===== config.mk =====
export PLATFORM = sky130hd
export DESIGN_NAME = seg_scan_ctrl
export DESIGN_NICKNAME = d
export VERILOG_FILES = /design/src/rtl/seg_scan_ctrl.sv
export SDC_FILE = /design/constraint.sdc
export NUM_CORES = 1
export LEC_CHECK = 0
export CORE_AREA = 3 3 76 78
export CTS_CLUSTER_SIZE = 28
export DETAILED_ROUTE_END_ITERATION = 12
export DIE_AREA = 0 0 79 81
export PLACE_DENSITY = 0.83
export SYNTH_ARGS = -nofsm -noshare
export SYNTH_HDL_FRONTEND = slang
export SYNTH_SLANG_ARGS = --single-unit

===== constraint.sdc =====
create_clock -name Clk -period 5.7 [get_ports Clk]
set_input_delay 1.14 -clock Clk [delete_from_list [all_inputs] [get_ports Clk]]
set_output_delay 1.14 -clock Clk [all_outputs]
set_load 0.1 [all_outputs]

===== src/rtl/seg_scan_ctrl.sv =====
// Time-multiplexed seven-segment scan controller with a double-buffered hex value.
// A single shared hex decoder is fed the nibble of the currently scanned position.

module seg_scan_hex7 (
    input  logic [3:0] nibble,
    output logic [6:0] seg_c
);
    // Segment order a..g, bit 6 = a.
    always_comb begin
        seg_c = 7'b0000000;
        case (nibble)
            4'h0: seg_c = 7'b1111110;
            4'h1: seg_c = 7'b0110000;
            4'h2: seg_c = 7'b1101101;
            4'h3: seg_c = 7'b1111001;
            4'h4: seg_c = 7'b0110011;
            4'h5: seg_c = 7'b1011011;
            4'h6: seg_c = 7'b1011111;
            4'h7: seg_c = 7'b1110000;
            4'h8: seg_c = 7'b1111111;
            4'h9: seg_c = 7'b1111011;
            4'hA: seg_c = 7'b1110111;
            4'hB: seg_c = 7'b0011111;
            4'hC: seg_c = 7'b1001110;
            4'hD: seg_c = 7'b0111101;
            4'hE: seg_c = 7'b1001111;
            4'hF: seg_c = 7'b1000111;
            default: seg_c = 7'b0000000;
        endcase
    end
endmodule

module seg_scan_ctrl #(
    parameter int unsigned DIGITS = 4,
    parameter int unsigned DIV    = 50000,
    parameter int unsigned GUARD  = 16
) (
    input  logic                  Clk,
    input  logic                  Rst,
    input  logic                  Load,
    input  logic [4*DIGITS-1:0]   Value,
    input  logic [DIGITS-1:0]     Blank,
    input  logic                  LzSup,
    output logic                  Ready,
    output logic                  Frame,
    output logic [DIGITS-1:0]     Dig,
    output logic [6:0]            Seg
);
    localparam int unsigned CW = (DIV > 1) ? $clog2(DIV) : 1;
    localparam int unsigned IW = $clog2(DIGITS);
    localparam int unsigned VW = 4 * DIGITS;

    logic [CW-1:0]     cnt;
    logic [IW-1:0]     idx;
    logic [VW-1:0]     active;
    logic [VW-1:0]     shadow;
    logic              tick_c;
    logic              wrap_c;
    logic [3:0]        nib_c;
    logic [6:0]        glyph_c;
    logic [DIGITS-1:0] zero_from_c;
    logic [DIGITS-1:0] lit_c;
    logic [DIGITS-1:0] show_c;

    assign tick_c = (cnt == CW'(DIV - 1));
    assign wrap_c = tick_c && (idx == IW'(DIGITS - 1));

    // Slot prescaler and scan index.
    always_ff @(posedge Clk or posedge Rst) begin
        if (Rst) begin
            cnt <= '0;
            idx <= '0;
        end else if (tick_c) begin
            cnt <= '0;
            idx <= wrap_c ? '0 : idx + 1'b1;
        end else begin
            cnt <= cnt + 1'b1;
        end
    end

    // Double buffer: a load coinciding with the frame boundary bypasses the shadow.
    always_ff @(posedge Clk or posedge Rst) begin
        if (Rst) begin
            active <= '0;
            shadow <= '0;
            Ready  <= 1'b1;
        end else if (Load && wrap_c) begin
            active <= Value;
            shadow <= Value;
            Ready  <= 1'b1;
        end else if (Load) begin
            shadow <= Value;
            Ready  <= 1'b0;
        end else if (wrap_c && !Ready) begin
            active <= shadow;
            Ready  <= 1'b1;
        end
    end

    always_comb begin
        nib_c = 4'h0;
        for (int i = 0; i < DIGITS; i++) begin
            if (idx == IW'(i)) nib_c = active[4*i +: 4];
        end
    end

    seg_scan_hex7 u_dec (
        .nibble (nib_c),
        .seg_c  (glyph_c)
    );

    // zero_from_c[p]: nibbles p..DIGITS-1 of active are all zero.
    always_comb begin
        logic z;
        z           = 1'b1;
        zero_from_c = '0;
        for (int i = DIGITS - 1; i >= 0; i--) begin
            z              = z && (active[4*i +: 4] == 4'h0);
            zero_from_c[i] = z;
        end
    end

    always_comb begin
        lit_c = '0;
        for (int i = 0; i < DIGITS; i++) begin
            lit_c[i] = (idx == IW'(i)) && !Blank[i]
                       && !(LzSup && (i != 0) && zero_from_c[i]);
        end
        show_c = (cnt >= CW'(GUARD)) ? lit_c : '0;
    end

    always_ff @(posedge Clk or posedge Rst) begin
        if (Rst) begin
            Dig   <= '0;
            Seg   <= '0;
            Frame <= 1'b0;
        end else begin
            Dig   <= show_c;
            Seg   <= (|show_c) ? glyph_c : 7'b0000000;
            Frame <= wrap_c;
        end
    end
endmodule


==> key figures, run 1 <==
Die
  • I/O pins: 37
  • Die outline height: between 80 and 90 um
  • Width of the chip: a little under 80 um
  • Die area: ~0.0064 sq mm
  • Effective utilization at floorplan: 0.597
  • Total core area: 0.00514 sq mm
  • # rows: 26

Clock tree
  • Clock input transition at the sequential cells of the worst setup and hold paths: about 0.07 ns
  • Cells resized by post-CTS repair: 0
  • H-tree level count: 3
  • Clock tree sinks: 63
  • Post-CTS Setup Bufs: 0
  • Clock root cell: clkbuf_8
  • CTS Buf Count: 9
  • Count of hold-fix buffers inserted at cts: 0
  • Skew-Pair Late Insertion Delay: about 0.33 ns
  • CTS max path bufs: 2
  • Clock tree from TritonCTS: done

Logic synthesis
  • Yosys Warn Count: 0
  • Simple logic cell fraction of the synthesized area: 0.155
  • Nets in the synthesized netlist: 290
  • FFs w/ async S/R, synth: 1.00
  • Post-synth top area share: 0.506
  • Mux cell area share after synthesis: 0.148
  • Yosys cell types: about 50
  • Synth Instances: roughly 250
  • Combinational family with the most area after synthesis: simple AND/OR/NAND/NOR gates
  • Netlist area before placement: roughly 0.0031 sq mm
  • Number of synthesized flops with an enable pin: 0
  • Area fraction in compound gates after synthesis: 0.0669
  • Avg Synthesized Cell Area: 12.1 sq um
  • Top post-synthesis cells by area: dfrtp_1, mux2_2, ha_1, mux2_4, xor2_1
  • Fraction of the mapped netlist area in adder cells: 0.0489
  • Synth area leader: dfrtp_1
  • Top FF cell, synth: dfrtp_1
  • Post-synthesis register bit count: 63
  • Share of the synthesized netlist area taken by xor and xnor gates: 0.0342
  • Fraction of the yosys area taken by sequential cells: 0.514

Timing
  • Fraction of the cycle the final worst path needs: 0.556
  • Number of endpoints with negative hold slack in the final report: 0
  • Hold Slack: ~0.50 ns
  • Worst rel slew slack: 0.338
  • Setup repair after global routing missed its margin: false
  • Period minus WS final: between 3 and 4 ns
  • Setup slack of the critical path after layout: 2.53 ns
  • Clock Skew: around 0.0091 ns
  • Max-slew violation count: 0
  • Fmax achieved: around 320 MHz
  • Least-Margin Pin Slew: slightly below 1 ns
  • Number of setup violations in the final report: 0
  • Total negative setup slack: 0 ns

Power
  • Power density over cell area: 259 mW/mm^2
  • Maximum resistive drop on vdd: approximately 0.16 mV
  • Sequential group share of total power: 0.483
  • Internal power consumption: about 0.74 mW
  • Comb power frac: 0.083
  • Fraction of power spent switching nets: 0.231
  • Leakage power of the design: 1.72 nW
  • Switching power of the nets: roughly 0.22 mW
  • Clock power frac: 0.433

Place
  • Place WS: about 2.8 ns
  • Number of I/O port buffers: 36
  • Weighted congestion reported at the end of routability-driven placement: about 0.80
  • Half-perimeter wire length after detailed placement: 4020 um
  • Post-Place Cell Area: about 0.0035 sq mm
  • Placed Cells: approximately 360

Global routing
  • Overall track demand over capacity in global routing: 0.199
  • Remaining global-route overflow: 0
  • Wire length of the first global-routing pass: ~10000 um
  • Pin count of the biggest net entering global routing: 64
  • Number of antenna violations at the first check in global routing: 0
  • Number of global-route vias before repair: ~2100

Worst setup path
  • Startpoint of the most critical setup path: Ready$_DFFE_PP1P_
  • CP Data Required Time: approximately 4.6 ns
  • Crit Path Class: reg -> out
  • Highest cell delay on the worst timing path: 1.14 ns
  • Family with the most delay on the worst path: buffers and inverters
  • Total number of cells along the worst setup path: 1
  • Critical-path maximum fanout: 3
  • Depth of the worst register-to-register path: 8
  • R2r setup slk: slightly below 3 ns
  • Worst reg2reg path startpoint: idx[1]$_DFFE_PP0N_
  • Endpoint of the lowest-slack register-to-register path: Seg[0]$_DFF_PP0_
  • Ordered cell list for the critical path: clkdlybuf4s50_1
  • Combined buffer and inverter count along the critical path: 1
  • Worst path slowest cell: clkdlybuf4s50_1
  • Worst Path Arrival: about 2.0 ns
  • Critical path launch point type: flip-flop
  • Critical path destination: Ready
  • Element type at the critical path end: output port

Final layout
  • Total area of multi-input combinational cells: 0.00139 sq mm
  • Top library cells by usage in the layout, fill and taps aside: dfrtp_1, clkdlybuf4s50_1, mux2_2
  • Layout Nets: around 330
  • Post-Layout Cell Count: around 370
  • Most common cell after layout, fill and taps aside: dfrtp_1
  • Area overhead of the layout relative to synthesis: 21.0%
  • Register cell area after layout: roughly 0.0016 sq mm
  • Proportion of layout cells with a drive suffix above 1: 0.206
  • Non-Filler Cell Area, Final: about 0.0037 sq mm
  • Number of inserted filler cells in the final layout: 380
  • Number of diodes added for antenna fixing: 0

Flow run
  • Count of max-cap constraint violations: 0

Routing
  • Number of violations reported at the end of detailed-routing iteration 0: about 140
  • Antenna-violating nets left: 0
  • Count of unresolved DRC violations after routing: 0
  • Router iterations before antenna repair: 4
  • Post-DR vias/cell: about 5.5
  • Via total after detailed routing: between 2000 and 2500
  • Total wire length: between 5000 and 6000 um
  • Routed len/inst: 15.4 um

Worst hold path
  • Kind of path behind the tightest hold check: reg -> reg

Status
  • Status: finished, final reports clean
-- area by class of cell --
cell class	count	share of cell area
clock inverters	6	0.0229
well taps	70	0.0236
inverters	15	0.0152
clock buffers	10	0.0344
repair buffers	40	0.105
flip-flops and latches	63	0.425
multi-input cells	167	0.374
-- worst min path at each step --
stage | from | to | slack (ns) | cells after the start
after floorplan | cnt[15]$_DFF_PP0_ | cnt[15]$_DFF_PP0_ | 0.47 | 1
after CTS | shadow[14]$_DFFE_PP0P_ | shadow[14]$_DFFE_PP0P_ | 0.50 | 1
final | shadow[14]$_DFFE_PP0P_ | shadow[14]$_DFFE_PP0P_ | 0.50 | 1
after detailed placement | shadow[14]$_DFFE_PP0P_ | shadow[14]$_DFFE_PP0P_ | 0.48 | 1
after global placement | shadow[14]$_DFFE_PP0P_ | shadow[14]$_DFFE_PP0P_ | 0.48 | 1
after global routing | shadow[1]$_DFFE_PP0P_ | shadow[1]$_DFFE_PP0P_ | 0.52 | 1
-- cell usage after synthesis (3+ instances only) --
master,number
dfrtp_1,62
nand4_1,3
mux2_2,24
a21oi_1,3
a221oi_1,5
mux2_4,9
mux2i_1,5
nor3_1,5
nand2b_1,8
and3_1,8
nand3_1,11
xor2_1,7
nor2_1,12
ha_1,12
inv_1,15
clkbuf_1,4
xnor2_1,5
nand2_1,13
nor4_1,4
o21ai_0,3
buf_2,3
-- stage by stage --
| step | utilization | power, mW |
|---|---|---|
| after global routing | 0.723 | 0.994 |
| after global placement | 0.681 | 0.552 |
| after CTS | 0.723 | 0.967 |
| final | 0.723 | 0.962 |
| after detailed placement | 0.681 | 0.555 |
| after floorplan | - | 0.523 |
-- power groups by stage --
stage	sequential [mW]	combinational [mW]	clock (mW)
after global routing	0.466	0.0860	0.442
final	0.465	0.0801	0.417
after CTS	0.465	0.0817	0.420
after global placement	0.472	0.0797	0
after floorplan	0.495	0.0281	0
after detailed placement	0.474	0.0812	0
-- cells by family (layout without fill, tap and decap cells) --
family	Yosys count	after routing
simple gates	79	79
flops	63	63
mux	38	38
compound gates	26	26
buf+inv	24	71
fa+ha+maj	12	12
xor+xnor	12	12
-- flip-flops by register name, summed over array words and instances, names as in the netlist --
register / count
active: 16
cnt: 16
shadow: 16
Seg: 7
Dig: 4
idx: 2
Frame: 1
Ready: 1
-- routing by layer --
layer  track usage  routed length, um
met3        0.0455                253
met4        0.0911                115
met2         0.332               2760
met1         0.248               2590
met5             0                  0
Power figures use the tool's default switching activity.
==> run 2, diff against run 1 <==
==> config.mk (replaced) <==
export PLATFORM = sky130hd
export DESIGN_NAME = seg_scan_ctrl
export DESIGN_NICKNAME = d
export VERILOG_FILES = /design/src/rtl/seg_scan_ctrl.sv
export SDC_FILE = /design/constraint.sdc
export NUM_CORES = 1
export LEC_CHECK = 0
export CORE_AREA = 3 3 83 85
export CTS_CLUSTER_SIZE = 28
export DETAILED_ROUTE_END_ITERATION = 12
export DIE_AREA = 0 0 86 88
export PLACE_DENSITY = 0.74
export SYNTH_ARGS = -nofsm -noshare
export SYNTH_HDL_FRONTEND = slang
export SYNTH_SLANG_ARGS = --single-unit
==> constraint.sdc (replaced) <==
create_clock -name Clk -period 2.8 [get_ports Clk]
set_input_delay 0.56 -clock Clk [delete_from_list [all_inputs] [get_ports Clk]]
set_output_delay 0.56 -clock Clk [all_outputs]
set_load 0.1 [all_outputs]
==> run 2 against run 1 <==
  * Cell count increased by 3.0%
  * Sequential power increased by 100%
  * Critical path type is now reg -> reg
  * Global-route usage decreased by 3.0 points
==> key figures, run 2 (synthesis results as in run 1) <==
Worst setup path
  • CP Data Required Time: slightly above 3 ns
  • Worst path slowest cell: ha_1
  • Depth of the worst register-to-register path: 6
  • Ordered cell list for the critical path: ha_1 > inv_1 > o22a_1 > nand2_1 > mux2_2 > a221oi_1
  • Critical path launch point type: flip-flop
  • Combined buffer and inverter count along the critical path: 1
  • Element type at the critical path end: flip-flop
  • Family with the most delay on the worst path: compound AO/OA/AOI/OAI gates
  • Crit Path Class: reg -> reg
  • Critical-path maximum fanout: 12
  • Highest cell delay on the worst timing path: 0.44 ns
  • Total number of cells along the worst setup path: 6
  • Worst Path Arrival: between 2 and 3 ns

Die
  • Die area: 0.00757 sq mm
  • Width of the chip: 86 um
  • # rows: 29
  • I/O pins: 37
  • Die outline height: about 88 um
  • Total core area: ~0.0063 sq mm
  • Effective utilization at floorplan: 0.489

Clock tree
  • Post-CTS Setup Bufs: 0
  • Clock input transition at the sequential cells of the worst setup and hold paths: approximately 0.070 ns
  • Count of hold-fix buffers inserted at cts: 0
  • H-tree level count: 3
  • Clock root cell: clkbuf_8
  • Skew-Pair Late Insertion Delay: about 0.35 ns
  • CTS Buf Count: 9
  • Clock tree sinks: 63
  • Cells resized by post-CTS repair: 0
  • CTS max path bufs: 2
  • Clock tree from TritonCTS: done

Power
  • Leakage power of the design: 1.77 nW
  • Internal power consumption: 1.51 mW
  • Clock power frac: 0.438
  • Power density over cell area: approximately 530 mW/mm^2
  • Fraction of power spent switching nets: 0.237
  • Sequential group share of total power: 0.479
  • Total Power: 1.98 mW
  • Comb power frac: 0.083
  • Maximum resistive drop on vdd: 0.338 mV
  • Switching power of the nets: around 0.47 mW

Timing
  • Number of setup violations in the final report: 0
  • Hold Slack: approximately 0.50 ns
  • Clock Skew: ~0.0066 ns
  • Worst rel slew slack: 0.607
  • Fmax achieved: 434 MHz
  • Setup repair after global routing missed its margin: false
  • Number of endpoints with negative hold slack in the final report: 0
  • Fraction of the cycle the final worst path needs: 0.822
  • Period minus WS final: around 2.3 ns
  • Least-Margin Pin Slew: 0.584 ns
  • Max-slew violation count: 0
  • Total negative setup slack: 0 ns

Final layout
  • Most common cell after layout, fill and taps aside: dfrtp_1
  • Util after Layout: 0.594
  • Proportion of layout cells with a drive suffix above 1: 0.262
  • Area overhead of the layout relative to synthesis: 21.5%
  • Number of inserted filler cells in the final layout: slightly above 500
  • Layout Nets: about 340
  • Post-Layout Cell Count: roughly 380
  • Registers with the most flip-flops: active x16, cnt x16, shadow x16
  • Number of diodes added for antenna fixing: 0
  • Top library cells by usage in the layout, fill and taps aside: dfrtp_1, mux2_2, clkdlybuf4s50_1

Worst hold path
  • Worst hold stages: 1
  • Kind of path behind the tightest hold check: reg -> reg

Routing
  • Total wire length: between 5000 and 6000 um
  • Router iterations before antenna repair: 4
  • Count of unresolved DRC violations after routing: 0
  • Via total after detailed routing: approximately 2000
  • Post-DR vias/cell: about 5.4
  • Antenna-violating nets left: 0
  • Number of violations reported at the end of detailed-routing iteration 0: 69
  • Routed len/inst: about 15 um

Flow run
  • Count of max-cap constraint violations: 0

Place
  • Weighted congestion reported at the end of routability-driven placement: between 0.8 and 0.9
  • Number of I/O port buffers: 36
  • Half-perimeter wire length after detailed placement: 4390 um
  • Placed Cells: between 300 and 400

Global routing
  • Pin count of the biggest net entering global routing: 34
  • Number of global-route vias before repair: between 2000 and 2500
  • Overall track demand over capacity in global routing: 0.169
  • Wire length of the first global-routing pass: between 9000 and 10000 um
  • Remaining global-route overflow: 0
  • Number of antenna violations at the first check in global routing: 0

Status
  • Status: finished, final reports clean
## run 2: cell count changes in the layout (fill, tap and decap cells not counted)
| cell | delta |
|---|---|
| buf_4 | +17 |
| clkbuf_1 | -1 |
| clkinv_2 | -1 |
| clkinv_4 | +2 |
| clkdlybuf4s50_1 | -13 |
## run 2: final timing paths
kind | from | end | slack [ns]
max | idx[0]$_DFFE_PP0N_ | Seg[0]$_DFF_PP0_ | 0.50
min | shadow[10]$_DFFE_PP0P_ | shadow[10]$_DFFE_PP0P_ | 0.50
max reg2reg | idx[0]$_DFFE_PP0N_ | Seg[0]$_DFF_PP0_ | 0.50
min reg2reg | shadow[10]$_DFFE_PP0P_ | shadow[10]$_DFFE_PP0P_ | 0.50
max in group asynchronous | Rst | Ready$_DFFE_PP1P_ | 1.86
min in group asynchronous | Rst | cnt[5]$_DFF_PP0_ | 0.62
## run 2: worst reg2reg max path, stage by stage, from the launching register on
cell and delay, ns:
dfrtp_1 0.38, ha_1 0.44, inv_1 0.18, o22a_1 0.28
nand2_1 0.27, mux2_2 0.38, a221oi_1 0.26
## run 2: power groups by stage
stage / clock, mW / sequential [mW] / combinational, mW
6_report: 0.866 / 0.946 / 0.164
4_1_cts: 0.885 / 0.946 / 0.168
3_3_place_gp: 0 / 0.962 / 0.164
2_1_floorplan: 0 / 1.01 / 0.0572
3_5_place_dp: 0 / 0.964 / 0.168
5_1_grt: 0.932 / 0.948 / 0.176
## run 2: layer usage
layer	part of all wire	wire (um)	global-route usage	vias to the layer above
li1	-	-	-	1000
met1	0.42	2450	0.195	1012
met2	0.51	3020	0.291	39
met3	0.048	281	0.0489	10
met4	0.023	133	0.0791	0
met5	0	0	0	-
## run 2: cell type report
type	instances	area [sq um]	share of cell area
flip-flops and latches	63	1580	0.423
clock inverters	7	97.6	0.0262
inverters	15	56.3	0.0151
clock buffers	9	124	0.0332
repair buffers	44	388	0.104
well taps	77	96.3	0.0258
multi-input cells	167	1390	0.373
## run 2: through the flow
stage                     instance area, sq um  setup slack, ns
final                                     3730            0.497
after global routing                      3730            0.276
after CTS                                 3730            0.481
after detailed placement                  3510            0.485
after global placement                    3510            0.560
after floorplan                           3070            0.369
